$ cat src/rtl/quad_encoder_counter_if.sv
// Encoder-side bundle: synchronized A/B lines and control strobes going in,
// position/step/direction/error status coming back out.
interface quad_encoder_counter_if #(
    parameter int CNT_WIDTH = 16
);
    logic                 enc_a;
    logic                 enc_b;
    logic                 clear;
    logic                 err_clr;
    logic [CNT_WIDTH-1:0] count;   // two's complement position
    logic                 step;
    logic                 dir;
    logic                 err;

    modport master (
        output enc_a, enc_b, clear, err_clr,
        input  count, step, dir, err
    );

    modport slave (
        input  enc_a, enc_b, clear, err_clr,
        output count, step, dir, err
    );
endinterface

$ cat src/rtl/quad_encoder_counter.sv
// Quadrature encoder front end: per-channel glitch filter, x4 decode into a
// wrapping signed position, one-cycle step pulse with direction, and a sticky
// flag for transitions where both filtered channels move at once.
module quad_encoder_counter #(
    parameter int CNT_WIDTH = 16,
    parameter int FILTER    = 4
) (
    input  logic                   clk,
    input  logic                   rst,
    quad_encoder_counter_if.slave  bus
);
    localparam int             FW   = $clog2(FILTER + 1);
    localparam logic [FW-1:0]  LAST = FW'(FILTER - 1);

    typedef enum logic {INIT, RUN} state_t;

    state_t               state, state_nxt;
    logic                 load;
    logic                 run;
    logic [FW-1:0]        init_cnt;

    logic [1:0]           raw;      // {a, b}
    logic [1:0]           filt;     // {a_f, b_f}
    logic [1:0]           prev;
    logic                 fwd, rev, ill;

    logic [CNT_WIDTH-1:0] count_q;
    logic                 step_q, dir_q, err_q;

    assign raw = {bus.enc_a, bus.enc_b};
    assign run = (state == RUN);

    // FSM state register
    always_ff @(posedge clk or posedge rst) begin
        if (rst) state <= INIT;
        else     state <= state_nxt;
    end

    // FSM next state: INIT waits FILTER clocks, then snapshots the inputs once
    always_comb begin
        state_nxt = state;
        load      = 1'b0;
        case (state)
            INIT: begin
                if (init_cnt == LAST) begin
                    load      = 1'b1;
                    state_nxt = RUN;
                end
            end
            RUN: state_nxt = RUN;
            default: state_nxt = INIT;
        endcase
    end

    // Settling counter for INIT; parks once the snapshot edge is reached
    always_ff @(posedge clk or posedge rst) begin
        if (rst)                                   init_cnt <= '0;
        else if (state == INIT && init_cnt != LAST) init_cnt <= init_cnt + FW'(1);
    end

    // Per-channel filter: a level must differ from the filtered value for
    // FILTER consecutive samples before it is accepted.
    for (genvar i = 0; i < 2; i++) begin : g_filt
        logic          f_q;
        logic [FW-1:0] f_cnt;

        // Consecutive-difference counter and filtered level for one channel
        always_ff @(posedge clk or posedge rst) begin
            if (rst) begin
                f_q   <= 1'b0;
                f_cnt <= '0;
            end else if (load) begin
                f_q   <= raw[i];
                f_cnt <= '0;
            end else if (run) begin
                if (raw[i] != f_q) begin
                    if (f_cnt == LAST) begin
                        f_q   <= raw[i];
                        f_cnt <= '0;
                    end else begin
                        f_cnt <= f_cnt + FW'(1);
                    end
                end else begin
                    f_cnt <= '0;
                end
            end
        end

        assign filt[i] = f_q;
    end

    // Transition classifier on {prev, cur}; only meaningful in RUN
    always_comb begin
        fwd = 1'b0;
        rev = 1'b0;
        ill = 1'b0;
        case ({prev, filt})
            4'b00_10, 4'b10_11, 4'b11_01, 4'b01_00: fwd = run;
            4'b00_01, 4'b01_11, 4'b11_10, 4'b10_00: rev = run;
            4'b00_11, 4'b11_00, 4'b10_01, 4'b01_10: ill = run;
            default: ;
        endcase
    end

    // Decode outputs: clear beats a step for count, error set beats err_clr
    always_ff @(posedge clk or posedge rst) begin
        if (rst) begin
            prev    <= 2'b00;
            count_q <= '0;
            step_q  <= 1'b0;
            dir_q   <= 1'b0;
            err_q   <= 1'b0;
        end else begin
            if (load)     prev <= raw;
            else if (run) prev <= filt;

            step_q <= fwd | rev;

            if (fwd)      dir_q <= 1'b1;
            else if (rev) dir_q <= 1'b0;

            if (bus.clear) count_q <= '0;
            else if (fwd)  count_q <= count_q + CNT_WIDTH'(1);
            else if (rev)  count_q <= count_q - CNT_WIDTH'(1);

            if (ill)              err_q <= 1'b1;
            else if (bus.err_clr) err_q <= 1'b0;
        end
    end

    assign bus.count = count_q;
    assign bus.step  = step_q;
    assign bus.dir   = dir_q;
    assign bus.err   = err_q;
endmodule

$ cat src/flat_wrapper.sv
// flat-port wrapper written by rule: the top's interface ports become plain ports
module quad_encoder_counter_flat 
#(
    parameter int CNT_WIDTH = 16,
    parameter int FILTER    = 4
)
  (clk, rst, bus_enc_a, bus_enc_b, bus_clear, bus_err_clr, bus_count, bus_step, bus_dir, bus_err);
  quad_encoder_counter_if #(.CNT_WIDTH(CNT_WIDTH)) bus_i ();
  input  logic clk;
  input  logic rst;
  input wire logic [$bits(bus_i.enc_a)-1:0] bus_enc_a;
  input wire logic [$bits(bus_i.enc_b)-1:0] bus_enc_b;
  input wire logic [$bits(bus_i.clear)-1:0] bus_clear;
  input wire logic [$bits(bus_i.err_clr)-1:0] bus_err_clr;
  output wire logic [$bits(bus_i.count)-1:0] bus_count;
  output wire logic [$bits(bus_i.step)-1:0] bus_step;
  output wire logic [$bits(bus_i.dir)-1:0] bus_dir;
  output wire logic [$bits(bus_i.err)-1:0] bus_err;
  assign bus_i.enc_a = bus_enc_a;
  assign bus_i.enc_b = bus_enc_b;
  assign bus_i.clear = bus_clear;
  assign bus_i.err_clr = bus_err_clr;
  assign bus_count = bus_i.count;
  assign bus_step = bus_i.step;
  assign bus_dir = bus_i.dir;
  assign bus_err = bus_i.err;
  quad_encoder_counter #(.CNT_WIDTH(CNT_WIDTH), .FILTER(FILTER)) u_core (.clk(clk), .rst(rst), .bus(bus_i));
endmodule
$ cat config.mk
export PLATFORM = sky130hd
export DESIGN_NAME = quad_encoder_counter_flat
export DESIGN_NICKNAME = d
export VERILOG_FILES = /design/src/rtl/quad_encoder_counter_if.sv /design/src/rtl/quad_encoder_counter.sv /design/src/flat_wrapper.sv
export SDC_FILE = /design/constraint.sdc
export NUM_CORES = 1
export LEC_CHECK = 0
export CAP_MARGIN = 15
export CORE_UTILIZATION = 51
export DETAILED_ROUTE_END_ITERATION = 8
export MAX_ROUTING_LAYER = met4
export PLACE_DENSITY = 0.82
export SYNTH_ARGS = -nofsm -noshare
export SYNTH_HDL_FRONTEND = slang
export SYNTH_SLANG_ARGS = --single-unit
$ cat constraint.sdc
create_clock -name clk -period 3.05 [get_ports clk]
set_input_delay 0.61 -clock clk [delete_from_list [all_inputs] [get_ports clk]]
set_output_delay 0.61 -clock clk [all_outputs]
set_load 0.005 [all_outputs]
Yosys cells after proc, flatten, opt, wreduce, memory -nomap -nowiden
Index checks and enable logic that the tools add are counted.

Bits in registers: 33. Input bits: 6. Logic and storage cells: 81.

Add/subtract/negate cells: 5. Eq/ne operators: 18. Muxes and demuxes: 31. Bitwise logic cells: 2. Reduce and logical (&&, ||, !) cells: 14.

Operators with widths (number): $mux 16 (3); $eq 4x4->1 const B (6); $mux 3 (8); $mux 1 (17); $add 16x1->16 const B (1); $sub 16x1->16 const B (1); $reduce_bool 2->1 (7); $eq 4x3->1 const B (3); $reduce_or 4->1 (3); $add 3x1->3 const B (3); $eq 3x2->1 const B (3); $eq 4x2->1 const B (2); $reduce_and 3->1 (2); $eq 4x1->1 const B (1); $mux 2 (2); $ne 3x2->1 const B (1); $reduce_bool 3->1 (1); $ne 1x1->1 (2); $pmux 1 s2 (1); $logic_and 1x1->1 (1); $not 1->1 (1); $or 1x1->1 (1).

Longest topological paths before layout
Gate-level depths: netlist of run 1.

Word-level depth: 6. Gate-level depth with buffers: 10. Gate-level depth less buffers: 9.

Worst setup path after synthesis of run 1
Ideal clock, no wire load.

Path type: reg2reg. Start point: reg u_core.g_filt[0].f_q. End point: reg u_core.count_q[15] (netlist: u_core.bus.count[15]). Arrival time: 3.005 ns. Data required time: 2.922 ns. Setup slack: -0.083 ns. Stages on the path, launching flop included: 10. Buffers on the path: 0. Period minus slack after synthesis: 3.133 ns. Path through: dfrtp_1 -> xnor2_1 -> nand3b_1 -> ha_1 -> a21oi_4 -> o21ai_2 -> a211o_1 -> a211oi_2 -> mux2i_1 -> mux2_1.

Cells in the longest elaborated chain, start to end: 5.

Ends and longest elaborated chain: start, declared (line quad_encoder_counter.sv:64) `logic f_q;`; start signal, assigned (line quad_encoder_counter.sv:73) `f_q <= raw[i];`; start signal, assigned (line quad_encoder_counter.sv:78) `f_q <= raw[i];`; $eq 4x2->1 (tied with other cells) (line quad_encoder_counter.sv:97) `case ({prev, filt})`; $reduce_or 4->1 (line quad_encoder_counter.sv:97); $mux 1 (line quad_encoder_counter.sv:97); $mux 16 (line quad_encoder_counter.sv:123) `else if (fwd) count_q <= count_q + CNT_WIDTH'(1);`; $mux 16 (line quad_encoder_counter.sv:122) `if (bus.clear) count_q <= '0;`; end signal, assigned (line quad_encoder_counter.sv:123); end signal, assigned (line quad_encoder_counter.sv:124) `else if (rev) count_q <= count_q - CNT_WIDTH'(1);`; end, declared (line quad_encoder_counter.sv:27) `logic [CNT_WIDTH-1:0] count_q;`.

Parallel ways exist; a longest one is shown, timed or not. A chain may end at the register's enable or synchronous reset.

Worst setup path in the final report of run 1
Start point: reg u_core.g_filt[1].f_q. End point: reg u_core.count_q[15] (netlist: u_core.bus.count[15]).

Cells in the longest elaborated chain, start to end: 5.

Ends and longest elaborated chain (line): start, declared (quad_encoder_counter.sv:64); start signal, assigned (quad_encoder_counter.sv:73); start signal, assigned (quad_encoder_counter.sv:78); $eq 4x2->1 (tied with other cells) (quad_encoder_counter.sv:97); $reduce_or 4->1 (quad_encoder_counter.sv:97); $mux 1 (quad_encoder_counter.sv:97); $mux 16 (quad_encoder_counter.sv:123); $mux 16 (quad_encoder_counter.sv:122).

Parallel ways exist; a longest one is shown, timed or not.

==> results of run 1 <==
synth_stat cells (5+ instances only):
library cell	count	share of area, %
xor2_1	5	1.9
ha_1	20	11
nand2_1	27	4.5
nand3_1	10	2.2
o21ai_0	12	2.7
nor2_1	18	3.0
a21oi_1	22	4.9
dfrtp_1	33	37
inv_1	9	1.5
xnor2_1	10	3.9
a21o_1	7	2.3
layout make-up:
cell class / instances / area (sq um) / area share (%)
multi-input cells: 195 / 1360 / 50.3
flip-flops and latches: 33 / 826 / 30.5
repair buffers: 30 / 298 / 11.0
clock buffers: 6 / 82.6 / 3.05
well taps: 50 / 62.6 / 2.31
clock inverters: 2 / 37.5 / 1.39
inverters: 10 / 37.5 / 1.39
per-layer routing:
| metal | share of wire, % | up-vias | GRT usage, % |
|---|---|---|---|
| met5 | 0 | - | - |
| met4 | 1.5 | 0 | 11.5 |
| met3 | 3.4 | 7 | 5.33 |
| met2 | 50 | 39 | 43.4 |
| met1 | 45 | 886 | 28.5 |
| li1 | - | 943 | - |
state kept, by name, summed over array words and instances (netlist names):
| signal | count |
|---|---|
| u_core.prev | 2 |
| u_core.bus.count | 16 |
| u_core.bus.err | 1 |
| u_core.bus.dir | 1 |
| u_core.g_filt.f_q | 2 |
| u_core.run | 1 |
| u_core.init_cnt | 3 |
| u_core.g_filt.f_cnt | 6 |
| u_core.bus.step | 1 |
critical path, cell delays in order (launching register included):
cell       delay (ns)
dfrtp_1          0.45
xnor2_1          0.16
nand3b_1         0.20
buf_12           0.18
ha_1             0.36
a2111oi_2        0.31
o21a_1           0.22
nor3_1           0.08
a211oi_2         0.22
mux2i_1          0.22
mux2_1           0.33
kinds of logic after synthesis:
group                    count (synthesis)  share of synthesized area, %
AO/OA/AOI/OAI                           75                          22.8
XOR/XNOR                                15                          5.85
adder cells (fa/ha/maj)                 21                          12.0
buffers and inverters                   17                          3.12
flip-flops                              33                          36.7
multiplexers                             7                          3.34
AND/OR/NAND/NOR                         77                          16.1
stage by stage:
step	utilization, %	area [sq um]
3_5_place_dp	62.8	2580
5_1_grt	65.7	2710
2_1_floorplan	-	2260
3_3_place_gp	62.8	2580
6_report	65.7	2710
4_1_cts	65.7	2710
how the worst max path moves through the flow:
| stage | to | slack, ns | depth (start not counted) |
|---|---|---|---|
| 2_1_floorplan | u_core.bus.count[15]$_DFFE_PP0P_ | 0.001 | 9 |
| 3_3_place_gp | u_core.bus.count[15]$_DFFE_PP0P_ | 0.26 | 10 |
| 5_1_grt | u_core.bus.count[15]$_DFFE_PP0P_ | 0.004 | 10 |
| 3_5_place_dp | u_core.bus.count[15]$_DFFE_PP0P_ | 0.20 | 10 |
| 4_1_cts | u_core.bus.count[15]$_DFFE_PP0P_ | 0.19 | 10 |
| 6_report | u_core.bus.count[15]$_DFFE_PP0P_ | 0.20 | 10 |
==> key figures, run 1 <==
Setup path
  • FF-to-FF End: u_core.bus.count[15]$_DFFE_PP0P_
  • R2r setup slk: 0.20 ns
  • Crit. End Element: register
  • Worst-case reg-to-reg path depth: 10
  • Startpoint Class: register
  • Reg-to-Reg Start: u_core.g_filt[1].f_q$_DFFE_PP0P_
  • Setup CP Type: register to register
  • Critical Path RT: 3.23 ns
  • CP startpoint: u_core.g_filt[1].f_q$_DFFE_PP0P_
  • CP max FO: 19
  • CP Data Arrival Time: roughly 3.0 ns

Global route
  • First-pass GRT wire length: 8430 um
  • Largest net degree at the start of global routing: 34
  • Total GRT Usage: 25.5%
  • Congestion Overflow GR: 0
  • Initial antenna violation count: 0
  • Vias in the first global route: 1879

STA
  • Final hold slack: 0.481 ns
  • Final worst slack: roughly 0.20 ns
  • Max-slew headroom: between 60% and 70%
  • Maximum clock frequency: 351 MHz
  • Setup TNS: 0 ns
  • RSZ-0062 raised after global routing: false
  • Min Clock Period, post-route: 2.85 ns
  • Final hold vios: 0
  • Crit share post-route: roughly 93%
  • Setup violations, final: 0
  • Worst Max-Slew Pin Slew: 0.513 ns
  • Clk_skew: slightly above 0.004 ns
  • Final slew viol count: 0

Detailed routing
  • Post-route ant nets: 0
  • Wire per inst: 14.8 um
  • Post-route DRC: 0
  • Initial DRT Pass Iterations: 4
  • Final wirelength: approximately 4800 um
  • Via density: 5.75
  • Via Count: roughly 1.9k
  • Initial drt markers: 130

Placed design
  • Setup WS pre-CTS: 0.204 ns
  • Dpl cells: roughly 320
  • DP HPWL: roughly 3400 um
  • IO buf count: 24
  • RD Place Congestion: 0.897

CTS
  • Post-CTS setup buffers: 0
  • Resized Gates After CTS: 0
  • TritonCTS clock tree: yes
  • Clock Tree Root: clkbuf_8
  • Number of buffers created by CTS: 5
  • CTS sink cnt: 33
  • Post-CTS Hold Buffers: 0
  • H-tree depth: 2
  • Clock slew at reported path FFs: 0.07 ns
  • Clk_lat worst skew: 0.30 ns
  • Clock Path Buffers: 2

Yosys
  • Syn avg cell area: 9.17 sq um
  • Post-synth EDFFs: 0
  • Post-synth ARST share: 100%
  • Synthesized cell area: 0.00225 sq mm
  • Sequential share of the synthesized area: a little under two fifths
  • Syn Nets: 272
  • Unique masters post-synth: 48
  • Ys flop type: dfrtp_1
  • Synth warn: 0
  • Number of synthesized register bits: 33
  • Post-Syn Instances: 245

Worst hold path
  • Min-delay src: u_core.init_cnt[0]$_DFFE_PP0P_
  • Cells on Worst Hold Path: 1
  • Hold endpoint: u_core.init_cnt[0]$_DFFE_PP0P_
  • Type of the worst min-delay path: register to register

Floorplan
  • Initial Util: 54.6%
  • Die width: 68.4 um
  • Io pins: 25
  • Die Y-Extent: 68.4 um
  • Core area: 0.00412 sq mm
  • Die area: 0.00468 sq mm
  • Num rows: 23

Final layout
  • Most common cell after layout, fill and taps aside: dfrtp_1
  • Number of fill cells in the layout: 353
  • Commonest cells after routing, fill and taps aside: 33 x dfrtp_1, 27 x nand2_1, 24 x clkdlybuf4s50_1
  • Ant diodes: 0
  • Non-filler instance count after layout: 326
  • Layout cells sized above 1: 10.9%
  • Synthesis-to-finish area growth: 20.4%
  • Final nets: 302

Outcome
  • Status: completed

Job
  • Max-cap violations: 0
Power of run 1 is not shown: default switching activity piles up to over one toggle a cycle in this logic, so the estimate is an artifact.
==> inputs of run 2 (changes only) <==
--- a/config.mk
+++ b/config.mk
@@ -6,10 +6,12 @@
 export NUM_CORES = 1
 export LEC_CHECK = 0
 export CAP_MARGIN = 15
-export CORE_UTILIZATION = 51
+export CORE_UTILIZATION = 55
+export CTS_CLUSTER_SIZE = 28
 export DETAILED_ROUTE_END_ITERATION = 8
+export GPL_ROUTABILITY_DRIVEN = 0
 export MAX_ROUTING_LAYER = met4
-export PLACE_DENSITY = 0.82
+export PLACE_DENSITY = 0.84
 export SYNTH_ARGS = -nofsm -noshare
 export SYNTH_HDL_FRONTEND = slang
 export SYNTH_SLANG_ARGS = --single-unit
==> constraint.sdc (replaced) <==
create_clock -name clk -period 2.8 [get_ports clk]
set_input_delay 0.56 -clock clk [delete_from_list [all_inputs] [get_ports clk]]
set_output_delay 0.56 -clock clk [all_outputs]
set_load 0.005 [all_outputs]
==> key figures, run 2 (same netlist as run 1, synthesis figures left out) <==
STA
  • Min Clock Period, post-route: 2.70 ns (-0.152 ns)
  • Crit share post-route: 96.4% (+2.9 points)
  • RSZ-0062 raised after global routing: true
  • Worst Max-Slew Pin Slew: 0.462 ns (-0.0508 ns)
  • Clk_skew: 0.00830 ns (+0.00416 ns)
  • Max-slew headroom: 69.1% (+3.4 points)
  • Setup violations, final: 0 (unchanged)
  • Setup TNS: 0 ns (unchanged)
  • Maximum clock frequency: 371 MHz (+5.6%)
  • Final slew viol count: 0 (unchanged)
  • Final hold vios: 0 (unchanged)
  • Final worst slack: 0.101 ns (-0.0982 ns)

Setup path
  • Critical Path RT: 2.98 ns (-0.25 ns)
  • Critical Path Sink: u_core.bus.count[15]$_DFFE_PP0P_
  • Worst-path cell with the longest stage delay: dfrtp_1
  • Setup CP Type: register to register
  • CP startpoint: u_core.g_filt[1].f_q$_DFFE_PP0P_
  • Crit. End Element: register
  • FF-to-FF End: u_core.bus.count[15]$_DFFE_PP0P_
  • Cell Chain, Critical Path: xnor2_2 -> nand3b_1 -> buf_12 -> ha_1 -> a2111oi_2 -> o21a_1 -> nor3_1 -> a211oi_2 -> mux2i_1 -> mux2_1
  • CP Data Arrival Time: 2.88 ns (-0.15 ns)
  • CP max FO: 16 (-3)
  • Worst-case reg-to-reg path depth: 10 (unchanged)
  • R2r setup slk: 0.10 ns (-0.10 ns)
  • Largest stage delay, worst path: 0.41 ns (-0.04 ns)
  • Reg-to-Reg Start: u_core.g_filt[1].f_q$_DFFE_PP0P_
  • Startpoint Class: register

CTS
  • Clock slew at reported path FFs: 0.07 ns (about the same)
  • CTS sink cnt: 33 (unchanged)
  • TritonCTS clock tree: yes
  • Clk_lat worst skew: 0.29 ns (about the same)
  • Clock Tree Root: clkbuf_8
  • Number of buffers created by CTS: 5 (unchanged)
  • H-tree depth: 2 (unchanged)
  • Clock Path Buffers: 2 (unchanged)
  • Post-CTS Hold Buffers: 0 (unchanged)

Global route
  • First-pass GRT wire length: 8360 um (-0.90%)
  • Largest net degree at the start of global routing: 34 (unchanged)
  • Congestion Overflow GR: 0 (unchanged)
  • Vias in the first global route: 1909 (+1.6%)
  • Initial antenna violation count: 0 (unchanged)
  • Total GRT Usage: 26.3% (+0.79 points)

Floorplan
  • Die area: 0.00435 sq mm (-7.1%)
  • Die Y-Extent: 65.9 um (-3.6%)
  • Core area: 0.00380 sq mm (-7.7%)
  • Num rows: 22 (-4.3%)
  • Io pins: 25 (unchanged)
  • Initial Util: 59.2% (+4.6 points)
  • Die width: 65.9 um (-3.6%)

Final layout
  • Final instance area: 0.00284 sq mm (+5.0%)
  • Layout cells sized above 1: 18.6% (+7.8 points)
  • Most common cell after layout, fill and taps aside: dfrtp_1
  • Commonest cells after routing, fill and taps aside: 33 x dfrtp_1, 27 x nand2_1, 24 x clkdlybuf4s50_1
  • Synthesis-to-finish area growth: 26.4%
  • Max reg flops: 16 (unchanged)
  • Ant diodes: 0 (unchanged)
  • Final nets: 316 (+4.6%)

Job
  • Max-cap violations: 0 (unchanged)

Worst hold path
  • Type of the worst min-delay path: register to register
  • Min-delay src: u_core.init_cnt[2]$_DFFE_PP0P_

Detailed routing
  • Via density: 5.93 (+3.1%)
  • Via Count: 2004 (+6.9%)
  • Final wirelength: 5010 um (+3.6%)
  • Wire per inst: 14.8 um (about the same)
  • Initial DRT Pass Iterations: 4 (unchanged)
  • Post-route DRC: 0 (unchanged)
  • Initial drt markers: 95 (-27%)
  • Post-route ant nets: 0 (unchanged)

Placed design
  • Placed Instance Area: 0.00267 sq mm (+3.4%)
  • DP HPWL: 3540 um (+3.4%)
  • Setup WS pre-CTS: 0.0438 ns (-0.160 ns)
  • IO buf count: 24 (unchanged)

Outcome
  • Status: completed
## run 2: worst min path at each step
stage	end	slack, ns	cells after the start
2_1_floorplan	u_core.init_cnt[2]$_DFFE_PP0P_	0.45	2
3_3_place_gp	u_core.init_cnt[2]$_DFFE_PP0P_	0.46	2
3_5_place_dp	u_core.init_cnt[2]$_DFFE_PP0P_	0.47	2
4_1_cts	u_core.init_cnt[2]$_DFFE_PP0P_	0.49	2
5_1_grt	u_core.g_filt[1].f_cnt[2]$_DFFE_PP0P_	0.51	1
6_report	u_core.init_cnt[2]$_DFFE_PP0P_	0.48	2
## run 2: what timing repair did
item	CTS	global route
setup endpoints to repair	0	4
resized for setup	0	13
setup buffers	0	2
## run 2: routing by layer
layer / GRT usage, % / wire length (um) / vias to the layer above
met1: 31.2 / 2310 / 962
met5: - / 0 / -
met3: 5.69 / 178 / 11
met2: 43.0 / 2410 / 48
met4: 10.9 / 102 / 0
li1: - / - / 983
## run 2: area by class of cell
class / count / area, sq um
fill: 281 / 957
clock inverter: 3 / 17.5
clock buffer: 5 / 68.8
sequential: 33 / 826
multi-input combinational: 195 / 1430
tap: 48 / 60.1
timing repair buffer: 44 / 403
inverter: 10 / 37.5
## run 2: critical path: cells and delay by family (launching register included)
family	cells	cell delay, ns
compound gates	3	0.77
xor+xnor	1	0.15
buf+inv	1	0.18
mux	2	0.56
flops	1	0.41
simple gates	2	0.27
fa+ha+maj	1	0.25
## run 2: stage by stage
step,instances,utilization (%),hold WS (ns)
finish,338,74.8,0.483
global route,338,74.8,0.512
CTS,336,72.6,0.485
detailed placement,328,70.4,0.470
global placement,328,70.4,0.465
floorplan,245,-,0.450
Power of run 2 is left out for the same reason.
==> inputs of run 3 (changes only) <==
--- a/config.mk
+++ b/config.mk
@@ -15,3 +15,4 @@
 export SYNTH_ARGS = -nofsm -noshare
 export SYNTH_HDL_FRONTEND = slang
 export SYNTH_SLANG_ARGS = --single-unit
+export TNS_END_PERCENT = 30
==> constraint.sdc (replaced) <==
create_clock -name clk -period 2.8 [get_ports clk]
set_input_delay 0.42 -clock clk [delete_from_list [all_inputs] [get_ports clk]]
set_output_delay 0.42 -clock clk [all_outputs]
set_load 0.005 [all_outputs]
==> key figures, run 3 (same netlist as run 1, synthesis figures left out) <==
Outcome
  • Status: finished, violations left
  • Failing checks: setup timing

STA
  • Maximum clock frequency: 354 MHz (-4.5%)
  • Final hold vios: 0 (unchanged)
  • Clk_skew: 0.0114 ns (+0.00307 ns)
  • Crit share post-route: 101% (+4.5 points)
  • Final slew viol count: 0 (unchanged)
  • Final hold slack: 0.479 ns (-0.00452 ns)
  • RSZ-0062 raised after global routing: true
  • Max-slew headroom: 64.1% (-5.0 points)
  • Final worst slack: -0.0254 ns (-0.126 ns)
  • Min Clock Period, post-route: 2.83 ns (+0.126 ns)
  • Worst Max-Slew Pin Slew: 0.536 ns (+0.0744 ns)
  • Setup violations, final: 1 (+1)

Setup path
  • Critical Path RT: 2.98 ns (about the same)
  • Crit. End Element: register
  • CP max FO: 6 (-10)
  • CP Data Arrival Time: 3.00 ns (+0.12 ns)
  • Reg-to-Reg Start: u_core.prev[0]$_DFFE_PP0P_
  • Startpoint Class: register
  • R2r setup slk: -0.03 ns (-0.13 ns)
  • CP startpoint: u_core.prev[0]$_DFFE_PP0P_
  • Setup CP Type: register to register

Global route
  • First-pass GRT wire length: 8800 um (+5.3%)
  • Vias in the first global route: 1970 (+3.2%)
  • Congestion Overflow GR: 0 (unchanged)
  • Total GRT Usage: 27.6% (+1.4 points)
  • Largest net degree at the start of global routing: 34 (unchanged)
  • Initial antenna violation count: 0 (unchanged)

CTS
  • Clock Tree Root: clkbuf_8
  • CTS sink cnt: 33 (unchanged)
  • Clock Path Buffers: 2 (unchanged)
  • Clock slew at reported path FFs: 0.07 ns (about the same)
  • H-tree depth: 2 (unchanged)
  • Number of buffers created by CTS: 5 (unchanged)
  • Clk_lat worst skew: 0.30 ns (about the same)
  • Post-CTS Hold Buffers: 0 (unchanged)
  • TritonCTS clock tree: yes

Floorplan
  • Io pins: 25 (unchanged)
  • Initial Util: 59.2% (unchanged)
  • Die area: 0.00435 sq mm (unchanged)
  • Num rows: 22 (unchanged)
  • Die Y-Extent: 65.9 um (unchanged)
  • Die width: 65.9 um (unchanged)
  • Core area: 0.00380 sq mm (unchanged)

Detailed routing
  • Via Count: 2071 (+3.3%)
  • Post-route ant nets: 0 (unchanged)
  • Wire per inst: 17.3 um (+17%)
  • Initial drt markers: 164 (+73%)
  • Final wirelength: 5890 um (+18%)
  • Via density: 6.09 (+2.7%)
  • Initial DRT Pass Iterations: 4 (unchanged)
  • Top sig layer: met4
  • Post-route DRC: 0 (unchanged)
  • Metal1 wirelength: 2560 um (+11%)
  • DR WL met2: 2940 um (+22%)
  • Met3 wire len: 239 um (+34%)

Placed design
  • DP HPWL: 3570 um (+0.92%)
  • Setup WS pre-CTS: -0.0140 ns (-0.0578 ns)
  • Placed Instance Area: 0.00267 sq mm (-0.28%)
  • IO buf count: 24 (unchanged)

Final layout
  • Number of fill cells in the layout: 237 (-16%)
  • Final instance area: 0.00299 sq mm (+5.2%)
  • Layout cells sized above 1: 21.9% (+3.3 points)
  • Final nets: 318 (+0.63%)
  • Max reg flops: 16 (unchanged)
  • Most common cell after layout, fill and taps aside: dfrtp_1
  • Synthesis-to-finish area growth: 33.0%
  • Ant diodes: 0 (unchanged)
  • Commonest cells after routing, fill and taps aside: 33 x dfrtp_1, 26 x nand2_1, 24 x clkdlybuf4s50_1

Job
  • Max-cap violations: 0 (unchanged)

Worst hold path
  • Type of the worst min-delay path: register to register
  • Min-delay src: u_core.init_cnt[0]$_DFFE_PP0P_
-- run 3: cell count changes in the layout (fill, tap and decap cells not counted), sizes merged --
| cell | change |
|---|---|
| clkbuf | +3 |
| clkinv | -2 |
| bufinv | +1 |
-- run 3: routing by layer --
layer,up-vias,global-route usage [%]
met3,18,5.69
met1,1010,33.6
met2,68,44.1
met4,0,12.2
li1,975,-
met5,-,-
-- run 3: timing repair --
item / in CTS / in global routing
setup endpoints to repair: 1 / 2
gates cloned: 0 / 2
gates resized for setup: 1 / 22
pin swaps: 1 / 7
endpoints found under the hold margin: 0 / 0
setup buffers: 1 / 2
-- run 3: final cells by class --
| cell class | instances | area, sq um | area share [%] |
|---|---|---|---|
| inverters | 10 | 37.5 | 1.26 |
| well taps | 48 | 60.1 | 2.01 |
| flip-flops and latches | 33 | 826 | 27.6 |
| multi-input cells | 195 | 1490 | 49.8 |
| clock inverters | 2 | 37.5 | 1.26 |
| repair buffers | 46 | 457 | 15.3 |
| clock buffers | 6 | 82.6 | 2.76 |
-- run 3: per-stage QoR --
step                instances  TNS [ns]  util, %
finish                    340   -0.0254     78.7
global route              340    -0.230     78.7
CTS                       336         0     73.6
detailed placement        327   -0.0140     70.2
global placement          327         0     70.2
floorplan                 245    -0.436        -
-- run 3: path summary, 6_finish.rpt --
check / to / cells past startpoint
setup / recovery: u_core.bus.count[15]$_DFFE_PP0P_ / 11
setup reg to reg: u_core.bus.count[15]$_DFFE_PP0P_ / 11
hold reg to reg: u_core.init_cnt[0]$_DFFE_PP0P_ / 1
min in group asynchronous: u_core.init_cnt[1]$_DFFE_PP0P_ / 3
hold / removal: u_core.init_cnt[0]$_DFFE_PP0P_ / 1
max in group asynchronous: u_core.g_filt[1].f_cnt[0]$_DFFE_PP0P_ / 3
-- run 3: worst max-delay path, cell delays in order, from the launching register on --
cell	delay, ns
dfrtp_1	0.40
xnor2_2	0.16
nand3b_1	0.18
buf_6	0.15
buf_12	0.13
ha_4	0.24
a2111oi_4	0.34
o21a_1	0.23
nor3_2	0.07
a211oi_2	0.22
mux2i_1	0.23
mux2_1	0.35
Power of run 3 is left out for the same reason.
==> RTL edit, RTL diff (settings of run 2) <==
`CNT_WIDTH` is set to 16 in 3 places; all go to 18.
--- a/src/rtl/quad_encoder_counter_if.sv
+++ b/src/rtl/quad_encoder_counter_if.sv
@@ -1,7 +1,7 @@
 // Encoder-side bundle: synchronized A/B lines and control strobes going in,
 // position/step/direction/error status coming back out.
 interface quad_encoder_counter_if #(
-    parameter int CNT_WIDTH = 16
+    parameter int CNT_WIDTH = 18
 );
     logic                 enc_a;
     logic                 enc_b;
--- a/src/rtl/quad_encoder_counter.sv
+++ b/src/rtl/quad_encoder_counter.sv
@@ -2,7 +2,7 @@
 // wrapping signed position, one-cycle step pulse with direction, and a sticky
 // flag for transitions where both filtered channels move at once.
 module quad_encoder_counter #(
-    parameter int CNT_WIDTH = 16,
+    parameter int CNT_WIDTH = 18,
     parameter int FILTER    = 4
 ) (
     input  logic                   clk,
--- a/src/flat_wrapper.sv
+++ b/src/flat_wrapper.sv
@@ -1,7 +1,7 @@
 // flat-port wrapper written by rule: the top's interface ports become plain ports
 module quad_encoder_counter_flat 
 #(
-    parameter int CNT_WIDTH = 16,
+    parameter int CNT_WIDTH = 18,
     parameter int FILTER    = 4
 )
   (clk, rst, bus_enc_a, bus_enc_b, bus_clear, bus_err_clr, bus_count, bus_step, bus_dir, bus_err);
Interface: changed (resized bus_count); port bits go from 25 to 27. No check against the original RTL was run, so the function may have changed too.
==> RTL edit against run 2 <==
  * First-iteration DRC count decreased by 2.1%
  * Setup slack got worse by 0.062 ns
  * Worst hold slack improved by 0.0089 ns
  * Wire length decreased by 1.1%
  * Critical path depth increased by 1
  * Synthesized area increased by 1.7%
  * Synthesized cell count increased by 2.0%
  * Design area about the same
  * Sequential cell count increased by 2
  * Non-clock buffer count decreased by 2
  * Global-route usage decreased by 1.5 points
  * Critical path type unchanged
  * Largest cell class unchanged
Power is not shown: default switching activity piles up to over one toggle a cycle in this logic, so the estimate is an artifact.
==> RTL edit: results (changes against run 2) <==
FF-to-FF Start -> u_core.prev[0] (was u_core.g_filt[1].f_q)
Worst clock skew -> 0.00946 ns (was 0.00830 ns)
CP max-delay cell -> dfrtp_1 (unchanged)
Largest register FFs -> 18 (was 16)
Outcome -> complete, no violations (unchanged)
Clk slew on worst S/H paths -> 0.07 ns (about the same)
Antenna violations before repair -> 0 (unchanged)
Maximum clock insertion buffer count -> 2 (unchanged)
Synth top area cells -> dfrtp_1 (38%), ha_1 (11%), a21oi_1 (5.3%), xnor2_1 (5.0%), nand2_1 (4.6%) (was dfrtp_1 (37%), ha_1 (11%), a21oi_1 (4.9%), nand2_1 (4.5%), xnor2_1 (3.9%))
Worst hold start -> u_core.init_cnt[2] (unchanged)
GRT met2 Usage -> 41.2% (was 43.0%)
Slowest Stage Delay on Critical Path -> 0.41 ns (about the same)
Layout Nets -> 317 (was 316)
PortBufs -> 26 (was 24)
Worst-margin pin slew -> 0.532 ns (was 0.462 ns)
Diodes inserted -> 0 (unchanged)
Vias in the first global route -> 1,802 (was 1,909)
Largest net degree at the start of global routing -> 36 (was 34)
Syn. warnings -> 0 (unchanged)
Post-synth cell types -> 46 (was 48)
HP Class -> flip-flop to flip-flop (unchanged)
Post-synth top cells -> dfrtp_1 (35), nand2_1 (28), a21oi_1 (24) (was dfrtp_1 (33), nand2_1 (27), a21oi_1 (22))
H-tree Lvls -> 2 (unchanged)
TritonRoute pass-1 iters -> 4 (unchanged)
Latest clock arrival within the worst-skew pair -> 0.29 ns (about the same)
CTS root buf -> clkbuf_8 (unchanged)
Share of cells above drive strength 1 -> 13.1% (was 18.6%)
Vias/cell -> 5.79 (was 5.93)
Post-synthesis sequential area ratio -> 38.3% (was 36.7%)
Final Routed Wirelength -> 4950 um (was 5010 um)
Filler instances -> 301 (was 281)
First-pass GRT wire length -> 8080 um (was 8360 um)
Synth Net Count -> 277 (was 272)
Met3 GRT Util -> 5.99% (was 5.69%)
CTS Hold Bufs -> 0 (unchanged)
DR iter-0 viols -> 93 (was 95)
Max FO, Critical Path -> 18 (was 16)
Post-DP HPWL -> 3650 um (was 3540 um)
Number of buffers created by CTS -> 5 (unchanged)
Async set-reset flop share out of synthesis -> 100% (unchanged)
Crit path kind -> flip-flop to flip-flop (unchanged)
Total GRT Usage -> 24.7% (was 26.3%)
Critical Path AT -> 2.97 ns (was 2.88 ns)
GRT met1 Usage -> 29.9% (was 31.2%)
## RTL edit: cell types whose count changed after synthesis, sizes merged, moves of 3 or more
| cell | run 2 | this run |
|---|---|---|
| a21o | 8 | 5 |
| nand2b | 0 | 3 |
| nand4 | 1 | 5 |
| nor2 | 18 | 12 |
| o21ai | 14 | 18 |
| xnor2 | 10 | 13 |
## RTL edit: area by class of cell
class                      count  area share [%]
clock inverter                 2           0.573
sequential                    35            30.9
timing repair buffer          42            13.8
tap                           50            2.20
clock buffer                   6            2.91
inverter                       9            1.19
multi-input combinational    197            48.4
## RTL edit: timing repair
action,in CTS,in global routing
resized for setup,3,4
endpoints found under the setup margin,3,8
pin swaps,0,4
setup buffers,1,1
## RTL edit: worst paths after layout
| check | depth (start not counted) | to | slack [ns] |
|---|---|---|---|
| min reg2reg | 2 | u_core.init_cnt[2] | 0.49 |
| min in group asynchronous | 3 | u_core.bus.count[4] | 0.67 |
| max reg2reg | 11 | u_core.bus.count[17] | 0.04 |
| max | 11 | u_core.bus.count[17] | 0.04 |
| min | 2 | u_core.init_cnt[2] | 0.49 |
| max in group asynchronous | 3 | u_core.bus.dir | 1.81 |
## RTL edit: cells by family (layout without fill, tap and decap cells)
| family | Yosys count | count (layout) | synth area share (%) |
|---|---|---|---|
| buffers and inverters | 18 | 59 | 3.23 |
| multiplexers | 5 | 5 | 2.35 |
| AND/OR/NAND/NOR | 80 | 80 | 17.5 |
| XOR/XNOR | 18 | 18 | 6.90 |
| flip-flops | 35 | 35 | 38.3 |
| AO/OA/AOI/OAI | 73 | 73 | 19.9 |
| adder cells (fa/ha/maj) | 21 | 21 | 11.8 |
## RTL edit: routing by layer
layer / up-vias / wire [um]
li1: 986 / -
met5: - / 0
met2: 36 / 2480
met3: 4 / 169
met1: 949 / 2270
met4: 0 / 34
## RTL edit: stage by stage
step | setup WS (ns) | cell area [um2] | instances | setup TNS, ns
finish | 0.0387 | 2840 | 341 | 0
global route | -0.0969 | 2840 | 341 | -0.196
CTS | 0.000737 | 2820 | 340 | 0
detailed placement | -0.0710 | 2690 | 331 | -0.0888
global placement | 0.0203 | 2690 | 331 | 0
floorplan | -0.265 | 2290 | 250 | -1.01
## RTL edit: worst max-delay path, delay by kind of cell (launching register included)
family | cells | cell delay, ns
AO/OA/AOI/OAI | 3 | 0.66
buffers and inverters | 1 | 0.18
flip-flops | 1 | 0.41
adder cells (fa/ha/maj) | 1 | 0.36
XOR/XNOR | 2 | 0.24
AND/OR/NAND/NOR | 4 | 0.83
